$ cat config.mk
export PLATFORM = sky130hd
export DESIGN_NAME = ram_gather_flat
export DESIGN_NICKNAME = d
export VERILOG_FILES = /design/src/rtl/ram_gather_pkg.sv /design/src/rtl/ram_gather_if.sv /design/src/rtl/ram_gather_load_ext.sv /design/src/rtl/ram_gather.sv /design/src/flat_wrapper.sv
export SDC_FILE = /design/constraint.sdc
export NUM_CORES = 1
export LEC_CHECK = 0
export ABC_AREA = 1
export ABC_CLOCK_PERIOD_IN_PS = 1700
export BUFFER_PORTS_ARGS = -buffer_cell sky130_fd_sc_hd__buf_2
export CAP_MARGIN = 10
export CELL_PAD_IN_SITES_DETAIL_PLACEMENT = 0
export CELL_PAD_IN_SITES_GLOBAL_PLACEMENT = 1
export CORE_MARGIN = 2
export CORE_UTILIZATION = 37
export CTS_BUF_LIST = sky130_fd_sc_hd__clkbuf_16
export DETAILED_ROUTE_END_ITERATION = 12
export PLACE_DENSITY = 0.78
export SYNTH_ARGS = -nofsm -noshare
export SYNTH_HDL_FRONTEND = slang
export SYNTH_SLANG_ARGS = --single-unit
$ cat constraint.sdc
create_clock -name clk -period 1.7 [get_ports clk]
set_clock_uncertainty 0.2 [all_clocks]
set_input_delay 0.17 -clock clk [delete_from_list [all_inputs] [get_ports clk]]
set_output_delay 0.17 -clock clk [all_outputs]
set_load 0.02 [all_outputs]
$ cat src/rtl/ram_gather_pkg.sv
// Shared size codes and byte-count mapping for the mcpu load/store byte engines.
// Both the store serializer and the load gatherer use these codes.
package ram_gather_pkg;

    localparam int MAX_BYTES = 8;
    localparam int RES_W     = 8 * MAX_BYTES;

    typedef enum logic [1:0] {
        SZ_NONE  = 2'b00,
        SZ_BYTE  = 2'b01,
        SZ_WORD  = 2'b10,
        SZ_DWORD = 2'b11
    } size_e;

    typedef enum logic [1:0] {
        ST_IDLE  = 2'b00,
        ST_FETCH = 2'b01,
        ST_DONE  = 2'b10
    } state_e;

    function automatic logic [3:0] byte_count(input size_e sz);
        case (sz)
            SZ_BYTE:  return 4'd1;
            SZ_WORD:  return 4'd4;
            SZ_DWORD: return 4'd8;
            default:  return 4'd0;
        endcase
    endfunction

endpackage

$ cat src/rtl/ram_gather_if.sv
// Load-path bundle: request/result handshake plus the byte-wide RAM read port.
// The master side is the load requester together with the data RAM.
interface ram_gather_if #(
    parameter int AW = 16,
    parameter int DW = 64
);
    logic          start;
    logic [1:0]    size;
    logic          sext;
    logic [AW-1:0] addr;
    logic [7:0]    ram_q;
    logic [AW-1:0] ram_addr;
    logic          ram_re;
    logic          busy;
    logic [DW-1:0] q;
    logic          done;

    modport master (
        output start, size, sext, addr, ram_q,
        input  ram_addr, ram_re, busy, q, done
    );

    modport slave (
        input  start, size, sext, addr, ram_q,
        output ram_addr, ram_re, busy, q, done
    );
endinterface

$ cat src/rtl/ram_gather_load_ext.sv
// Width/sign extender: turns the little-endian byte accumulator into the final
// load result for the latched access size.
module load_ext
    import ram_gather_pkg::*;
(
    input  logic [RES_W-1:0] acc,
    input  size_e            size,
    input  logic             sext,
    output logic [RES_W-1:0] res
);
    logic fill_b;
    logic fill_w;

    assign fill_b = sext & acc[7];
    assign fill_w = sext & acc[31];

    always_comb begin
        res = '0;
        case (size)
            SZ_BYTE:  res = {{56{fill_b}}, acc[7:0]};
            SZ_WORD:  res = {{32{fill_w}}, acc[31:0]};
            SZ_DWORD: res = acc;
            default:  res = '0;
        endcase
    end
endmodule

$ cat src/rtl/ram_gather.sv
// Byte-serial load gatherer: streams 1/4/8 consecutive bytes out of the
// synchronous data RAM and assembles them little-endian into a 64-bit result.
//
// state    | meaning
// ---------+-----------------------------------------------------------
// ST_IDLE  | waiting for start; busy low
// ST_FETCH | issuing addresses and capturing returned bytes; busy high
// ST_DONE  | one-cycle done pulse; start ignored
module ram_gather
    import ram_gather_pkg::*;
#(
    parameter int AW = 16,
    parameter int DW = 64
) (
    input  logic         clk,
    input  logic         rst_n,
    ram_gather_if.slave  bus
);
    state_e        state_r,    state_nx;
    logic [AW-1:0] ram_addr_r, ram_addr_nx;
    logic          ram_re_r,   ram_re_nx;
    logic          busy_r,     busy_nx;
    logic [DW-1:0] q_r,        q_nx;
    logic          done_r,     done_nx;
    size_e         sz_r,       sz_nx;
    logic          sext_r,     sext_nx;
    logic [3:0]    n_bytes_r,  n_bytes_nx;
    logic [3:0]    issue_r,    issue_nx;
    logic [2:0]    cap_idx_r,  cap_idx_nx;
    logic          rd_vld_r,   rd_vld_nx;
    logic [DW-1:0] acc_r,      acc_nx;

    logic [DW-1:0] acc_merged;
    logic [DW-1:0] ext_res;
    logic          last_cap;

    // Accumulator is cleared at start, so OR-merging the incoming byte is exact.
    assign acc_merged = acc_r | (DW'(bus.ram_q) << {cap_idx_r, 3'b000});
    assign last_cap   = ({1'b0, cap_idx_r} == (n_bytes_r - 4'd1));

    load_ext u_ext (
        .acc  (acc_merged),
        .size (sz_r),
        .sext (sext_r),
        .res  (ext_res)
    );

    always_ff @(posedge clk) begin
        if (!rst_n) begin
            state_r    <= ST_IDLE;
            ram_addr_r <= '0;
            ram_re_r   <= 1'b0;
            busy_r     <= 1'b0;
            q_r        <= '0;
            done_r     <= 1'b0;
            sz_r       <= SZ_NONE;
            sext_r     <= 1'b0;
            n_bytes_r  <= '0;
            issue_r    <= '0;
            cap_idx_r  <= '0;
            rd_vld_r   <= 1'b0;
            acc_r      <= '0;
        end else begin
            state_r    <= state_nx;
            ram_addr_r <= ram_addr_nx;
            ram_re_r   <= ram_re_nx;
            busy_r     <= busy_nx;
            q_r        <= q_nx;
            done_r     <= done_nx;
            sz_r       <= sz_nx;
            sext_r     <= sext_nx;
            n_bytes_r  <= n_bytes_nx;
            issue_r    <= issue_nx;
            cap_idx_r  <= cap_idx_nx;
            rd_vld_r   <= rd_vld_nx;
            acc_r      <= acc_nx;
        end
    end

    always_comb begin
        state_nx    = state_r;
        ram_addr_nx = ram_addr_r;
        ram_re_nx   = ram_re_r;
        busy_nx     = busy_r;
        q_nx        = q_r;
        done_nx     = 1'b0;
        sz_nx       = sz_r;
        sext_nx     = sext_r;
        n_bytes_nx  = n_bytes_r;
        issue_nx    = issue_r;
        cap_idx_nx  = cap_idx_r;
        rd_vld_nx   = 1'b0;
        acc_nx      = acc_r;

        case (state_r)
            ST_IDLE: begin
                if (bus.start) begin
                    if (size_e'(bus.size) != SZ_NONE) begin
                        sz_nx       = size_e'(bus.size);
                        n_bytes_nx  = byte_count(size_e'(bus.size));
                        sext_nx     = bus.sext;
                        ram_addr_nx = bus.addr;
                        ram_re_nx   = 1'b1;
                        busy_nx     = 1'b1;
                        issue_nx    = 4'd1;
                        cap_idx_nx  = '0;
                        acc_nx      = '0;
                        state_nx    = ST_FETCH;
                    end else begin
                        q_nx     = '0;
                        done_nx  = 1'b1;
                        state_nx = ST_DONE;
                    end
                end
            end

            ST_FETCH: begin
                // ram_re seen by the RAM this edge means a byte arrives next cycle.
                rd_vld_nx = ram_re_r;
                if (issue_r < n_bytes_r) begin
                    ram_addr_nx = ram_addr_r + AW'(1);
                    issue_nx    = issue_r + 4'd1;
                end else begin
                    ram_re_nx = 1'b0;
                end

                if (rd_vld_r) begin
                    acc_nx     = acc_merged;
                    cap_idx_nx = cap_idx_r + 3'd1;
                    if (last_cap) begin
                        q_nx      = ext_res;
                        busy_nx   = 1'b0;
                        done_nx   = 1'b1;
                        ram_re_nx = 1'b0;
                        rd_vld_nx = 1'b0;
                        state_nx  = ST_DONE;
                    end
                end
            end

            ST_DONE: begin
                state_nx = ST_IDLE;
            end

            default: begin
                state_nx = ST_IDLE;
            end
        endcase
    end

    assign bus.ram_addr = ram_addr_r;
    assign bus.ram_re   = ram_re_r;
    assign bus.busy     = busy_r;
    assign bus.q        = q_r;
    assign bus.done     = done_r;
endmodule
$ cat src/flat_wrapper.sv
// flat-port wrapper written by rule: the top's interface ports become plain ports
module ram_gather_flat import ram_gather_pkg::*;
#(
    parameter int AW = 16,
    parameter int DW = 64
)
  (clk, rst_n, bus_start, bus_size, bus_sext, bus_addr, bus_ram_q, bus_ram_addr, bus_ram_re, bus_busy, bus_q, bus_done);
  ram_gather_if #(.AW(AW), .DW(DW)) bus_i ();
  input  logic clk;
  input  logic rst_n;
  input wire logic [$bits(bus_i.start)-1:0] bus_start;
  input wire logic [$bits(bus_i.size)-1:0] bus_size;
  input wire logic [$bits(bus_i.sext)-1:0] bus_sext;
  input wire logic [$bits(bus_i.addr)-1:0] bus_addr;
  input wire logic [$bits(bus_i.ram_q)-1:0] bus_ram_q;
  output wire logic [$bits(bus_i.ram_addr)-1:0] bus_ram_addr;
  output wire logic [$bits(bus_i.ram_re)-1:0] bus_ram_re;
  output wire logic [$bits(bus_i.busy)-1:0] bus_busy;
  output wire logic [$bits(bus_i.q)-1:0] bus_q;
  output wire logic [$bits(bus_i.done)-1:0] bus_done;
  assign bus_i.start = bus_start;
  assign bus_i.size = bus_size;
  assign bus_i.sext = bus_sext;
  assign bus_i.addr = bus_addr;
  assign bus_i.ram_q = bus_ram_q;
  assign bus_ram_addr = bus_i.ram_addr;
  assign bus_ram_re = bus_i.ram_re;
  assign bus_busy = bus_i.busy;
  assign bus_q = bus_i.q;
  assign bus_done = bus_i.done;
  ram_gather #(.AW(AW), .DW(DW)) u_core (.clk(clk), .rst_n(rst_n), .bus(bus_i));
endmodule
* Yosys cells after proc, flatten, opt, wreduce, memory -nomap -nowiden
Cells that the tools add are included.
** Word-level totals
- Memories :: 0
- Logic and storage cells :: 91
- Bits in latches :: 0
- Output and inout bits :: 83
- Register bits :: 164
- Memory bits (writable) :: 0
- Memory bits (read-only) :: 0
** Cells by class
- Reductions and logical operators :: 11
- Div/mod/pow operators :: 0
- Bitwise operators :: 3
- $add $sub $neg :: 4
- Magnitude comparators :: 1
- Equality and inequality tests :: 14
- $mul :: 0
- Muxes and demuxes :: 44
- Shifts and indexed selects :: 1
** Operators with widths (number)
- 64-bit 2-to-1 mux :: 7
- 64-bit case mux with 2 select lines :: 2
- 64-bit case mux with 3 select lines :: 1
- 64-bit bitwise OR :: 1
- 8-bit by 6-bit left shift with 64-bit output :: 1
- 16-bit 2-to-1 mux :: 3
- 16-bit case mux with 2 select lines :: 1
- 16-bit by 1-bit adder with 16-bit output, second input constant :: 1
- 1-bit 2-to-1 mux :: 13
- 4-bit 2-to-1 mux :: 3
- 4-bit case mux with 3 select lines :: 1
- 5-bit AND reduction :: 2
- 3-bit 2-to-1 mux :: 3
- 3-bit AND reduction :: 3
- 2-bit == test, second input constant :: 4
- 2-bit 2-to-1 mux :: 4
- 2-bit by 1-bit inequality test with 1-bit output, second input constant :: 4
- 4-bit case mux with 2 select lines :: 1
- 4-bit AND reduction :: 2
- 2-bit by 1-bit == test with 1-bit output, second input constant :: 3
- 1-bit case mux with 2 select lines :: 3
- 3-bit case mux with 2 select lines :: 1
- 4-bit by 1-bit adder with 4-bit output, second input constant :: 1
- 3-bit by 4-bit == test with 1-bit output :: 1
- 9 further kinds :: 12

* Logic depth before layout (Yosys ltp)
- Depth in word-level cells :: 7
- Gate-level depth with buffers :: 12
- Depth with buffers taken out :: 11

* Modules after synthesis
Synthesis repeated with hierarchy kept, for this count alone.
** Second synthesis, totals
- Cells, all modules :: 1157
- Area, all modules :: 7803.7 µm²
** Modules (own cells, without submodules)
- ram_gather :: times used 1, area an instance 7018.0 µm², cells an instance 1005
- load_ext :: times used 1, area an instance 785.8 µm², cells an instance 152

* Worst setup path before layout
Ideal clock, no wire load.
- Kind :: register -> register
- From :: register u_core.n_bytes_r[0]
- To :: register u_core.q_r[43] (netlist: u_core.bus.q[43])
- Buffers on the path :: 2
- Clock period less this slack :: 1.837 ns
- Setup slack :: -0.137 ns
- Data arrival time :: 1.520 ns
- Stages on the path, launching flop included :: 9
- Path through :: dfxtp_1 -> inv_1 -> ha_1 -> xor2_2 -> nand4_2 -> nand2_2 -> buf_6 -> buf_4 -> a21oi_1
** Between the ends
- Word-level cells in the longest chain between the ends :: 4
** Ends and longest elaborated chain
- from (decl) :: RTL line ram_gather.sv:27 : logic [3:0] n_bytes_r, n_bytes_nx;
- from (signal assigned) :: RTL line ram_gather.sv:72 : n_bytes_r <= n_bytes_nx;
- 4-bit by 1-bit subtractor with 4-bit output :: RTL line ram_gather.sv:39 : assign last_cap = ({1'b0, cap_idx_r} == (n_bytes_r - 4'd1));
- 3-bit by 4-bit == test with 1-bit output :: RTL line ram_gather.sv:39
- 2-bit by 1-bit inequality test with 1-bit output (no source line)
- 5-bit AND reduction (no source line)
- to (signal assigned) :: RTL line ram_gather.sv:68 : q_r <= q_nx;
- to (decl) :: RTL line ram_gather.sv:23 : logic [DW-1:0] q_r, q_nx;
No other way between the ends.
A chain may end at the register's enable or synchronous reset.

* Worst setup path after layout
- From :: register u_core.n_bytes_r[2]
- To :: register u_core.q_r[38] (netlist: u_core.bus.q[38])
The elaborated chain is that of the path after synthesis.

==> out/results.ini <==
[global_route]
grtUsageTotal_pct = 20.5
grt_pass1_vias = 7939
grt_pass1_wl_um = 39200
grt_max_degree = 60
grt-ovfl-total = 0
antenna_found_initial = 0

[floorplanning]
core.rowCount = 54
core_region_area_mm2 = 0.0217
start_util_pct = 37.5
die_w_um = 152
chipHeight_um = 152
die_area_mm2 = 0.0232
io_pins = 113

[setup_path]
cp-start-kind = flop
cp_slowest_cell = dfxtp_2
critPathTopFamily = buffers and inverters
critPathKind = reg2reg
worstPathRequired_ns = 1.88
endpoint_kind = flop
cp_max_fo = 13
path_buf_inv = 3
path_cells = inv_2 -> ha_4 -> xor2_4 -> nand4_4 -> buf_6 -> clkbuf_16 -> nand3b_1 -> nand2_1 -> a21oi_2
cp_slowest_stage_delay_ns = 0.34
crit_arrival_ns = 2.03

[outcome]
outcome = finished with violations
violations = negative setup slack

[final_layout]
drive_gt1_share_pct = 29.2
mostFrequentLayoutCells = 255 x nand2_1, 154 x dfxtp_1, 131 x nor2_1, 112 x buf_2, 102 x inv_1
nets = 1425
syn_to_final_growth_pct = 41.3
antenna_cells = 0
final_util_pct = 53.0
mostFrequentLayoutCell = nand2_1

[timing]
finalSetupViolCount = 136
fmax_ghz = 0.541
rsz0062_at_grt = yes
finalWorstSetupSlack_ns = -0.150
fin_crit_ns = 1.85
worst_pin_slew_ns = 0.350
slew_viol_final = 0
tns_ns = -9.55
finalHoldViolCount = 0
max_slew_margin_pct = 76.7
fin_crit_sh_pct = 109

[power_and_ir_drop]
leakage_nw = 5.62
clkPwrFrac_pct = 33.5
pwr-share-seq_pct = 39.4
internal-power_mw = 7.18
combinationalPowerShare_pct = 27.1
switching_share_pct = 32.6
p_sw_mw = 3.48
max-vdd-ir-drop_v = 0.000603
powerDensity_mw_per_mm2 = 927

[clocking]
numCtsBuffers = 17
root_buffer = clkbuf_16
clkSinkCount = 163
cts_tree = done
clkTransAtPathRegs_ns = 0.07
htree_num_levels = 4
clock_path_buffers = 2
clk-insertion-delay-late_ns = 0.43

[drt]
via_per_inst = 5.00
routed_wl_um = 25100
vias = 8409
drc = 0
wl_per_cell_um = 14.9
first_pass_iters = 5
first_iter_violations = 555
detail-route-antenna-nets = 0

[yosys]
synth_area_leaders = dfxtp_1 40%, nand2_1 13%, nor2_1 7.1%
synth_fp_nets = 1223
ys_ff_latch = 163
synth_cell_types = 35
yosys_warnings = 0
yosysSeqAreaShare_pct = 40.1
synth_top_cell_by_area = dfxtp_1
syn_avg_cell_area_um2 = 6.86
synth_area_mm2 = 0.00814
syn_inst = 1187
yosys.area.top_type_share_pct = 40.1

[placed_design]
place_congestion = 0.825
dpl.hpwl_um = 16100
io_buffers = 112
dp_slack_ns = -0.292

[hold_path]
min_path_type = in2reg

[job]
maxCapViolCount = 0

[worst register-to-register path, stage by stage, from the launching register on]
cell       delay [ns]
dfxtp_2          0.34
inv_2            0.06
ha_4             0.29
xor2_4           0.16
nand4_4          0.15
buf_6            0.19
clkbuf_16        0.17
nand3b_1         0.09
nand2_1          0.07
a21oi_2          0.10
[power by group through the flow]
stage | logic, mW | registers [mW] | clock network [mW]
2_1_floorplan | 1.06 | 4.42 | 0
3_3_place_gp | 2.03 | 4.26 | 0
3_5_place_dp | 2.04 | 4.27 | 0
4_1_cts | 2.37 | 4.19 | 3.65
5_1_grt | 3.11 | 4.23 | 3.80
6_report | 2.89 | 4.20 | 3.57
[per-stage QoR]
step                      cell area [um^2]  power, mW  hold slack, ns  std cells
after floorplan                       8180       5.49           0.114       1187
after global placement                9570       6.29           0.228       1592
after detailed placement              9570       6.31           0.237       1592
after CTS                            10700       10.2          0.0242       1663
after global routing                 11500       11.1          0.0454       1682
final                                11500       10.7          0.0427       1682
[layer usage]
layer | global-route usage (%) | vias to the layer above | wire length [um]
met4 | 4.94 | 0 | 239
met3 | 3.50 | 24 | 1110
met1 | 27.1 | 3940 | 11700
met5 | 0 | - | 0
met2 | 34.9 | 182 | 12000
li1 | - | 4263 | -
[area by class of cell]
class | instances | area [um^2]
clock buffer | 17 | 425
clock inverter | 15 | 108
fill | 2083 | 10200
inverter | 119 | 482
multi-input combinational | 825 | 4540
sequential | 163 | 3280
tap | 280 | 350
timing repair buffer | 261 | 2300
timing repair inverter | 2 | 20.0
[sequential cells by signal (all words and copies together), names as in the netlist, 2 cells and up]
| signal | flops |
|---|---|
| u_core.issue_r | 4 |
| u_core.sz_r | 2 |
| u_core.bus.q | 64 |
| u_core.n_bytes_r | 3 |
| u_core.state_r | 2 |
| u_core.acc_r | 64 |
| u_core.cap_idx_r | 3 |
| u_core.bus.ram_addr | 16 |
[timing repair]
action                                 in CTS  in global routing
cloned                                      4                  9
endpoints found under the hold margin      24                  0
setup buffers                              15                 11
gates resized for setup                    63                172
hold buffers                               21                  0
setup endpoints to repair                 159                159
pin swaps                                  12                 28
[cell usage after synthesis (all sizes together)]
library cell,instances
o21ai,96
ha,6
a22oi,1
clkbuf,26
buf,54
dfxtp,163
a31oi,1
nand3b,33
nand2,281
nor2,157
a21oi,62
xor2,3
o211ai,39
nand4,5
o21bai,40
nand3,96
inv,119
nor3,5
[logic make-up (layout without fill, tap and decap cells)]
| group | after synthesis | in the layout | synth area share (%) |
|---|---|---|---|
| compound gates | 239 | 239 | 17.4 |
| xor+xnor | 3 | 3 | 0.415 |
| fa+ha+maj | 6 | 6 | 0.922 |
| buf+inv | 199 | 414 | 10.7 |
| flops | 163 | 163 | 40.1 |
| simple gates | 577 | 577 | 30.5 |
[final timing paths]
kind                       startpoint          endpoint  slack (ns)  depth (start not counted)
hold / removal           bus_ram_q[3]  u_core.acc_r[51]        0.04                          5
setup reg to reg  u_core.n_bytes_r[2]  u_core.bus.q[38]       -0.15                          9
hold reg to reg      u_core.acc_r[62]  u_core.acc_r[62]        0.25                          2
setup / recovery  u_core.n_bytes_r[2]  u_core.bus.q[38]       -0.15                          9
(Power assumes the default switching activity.)
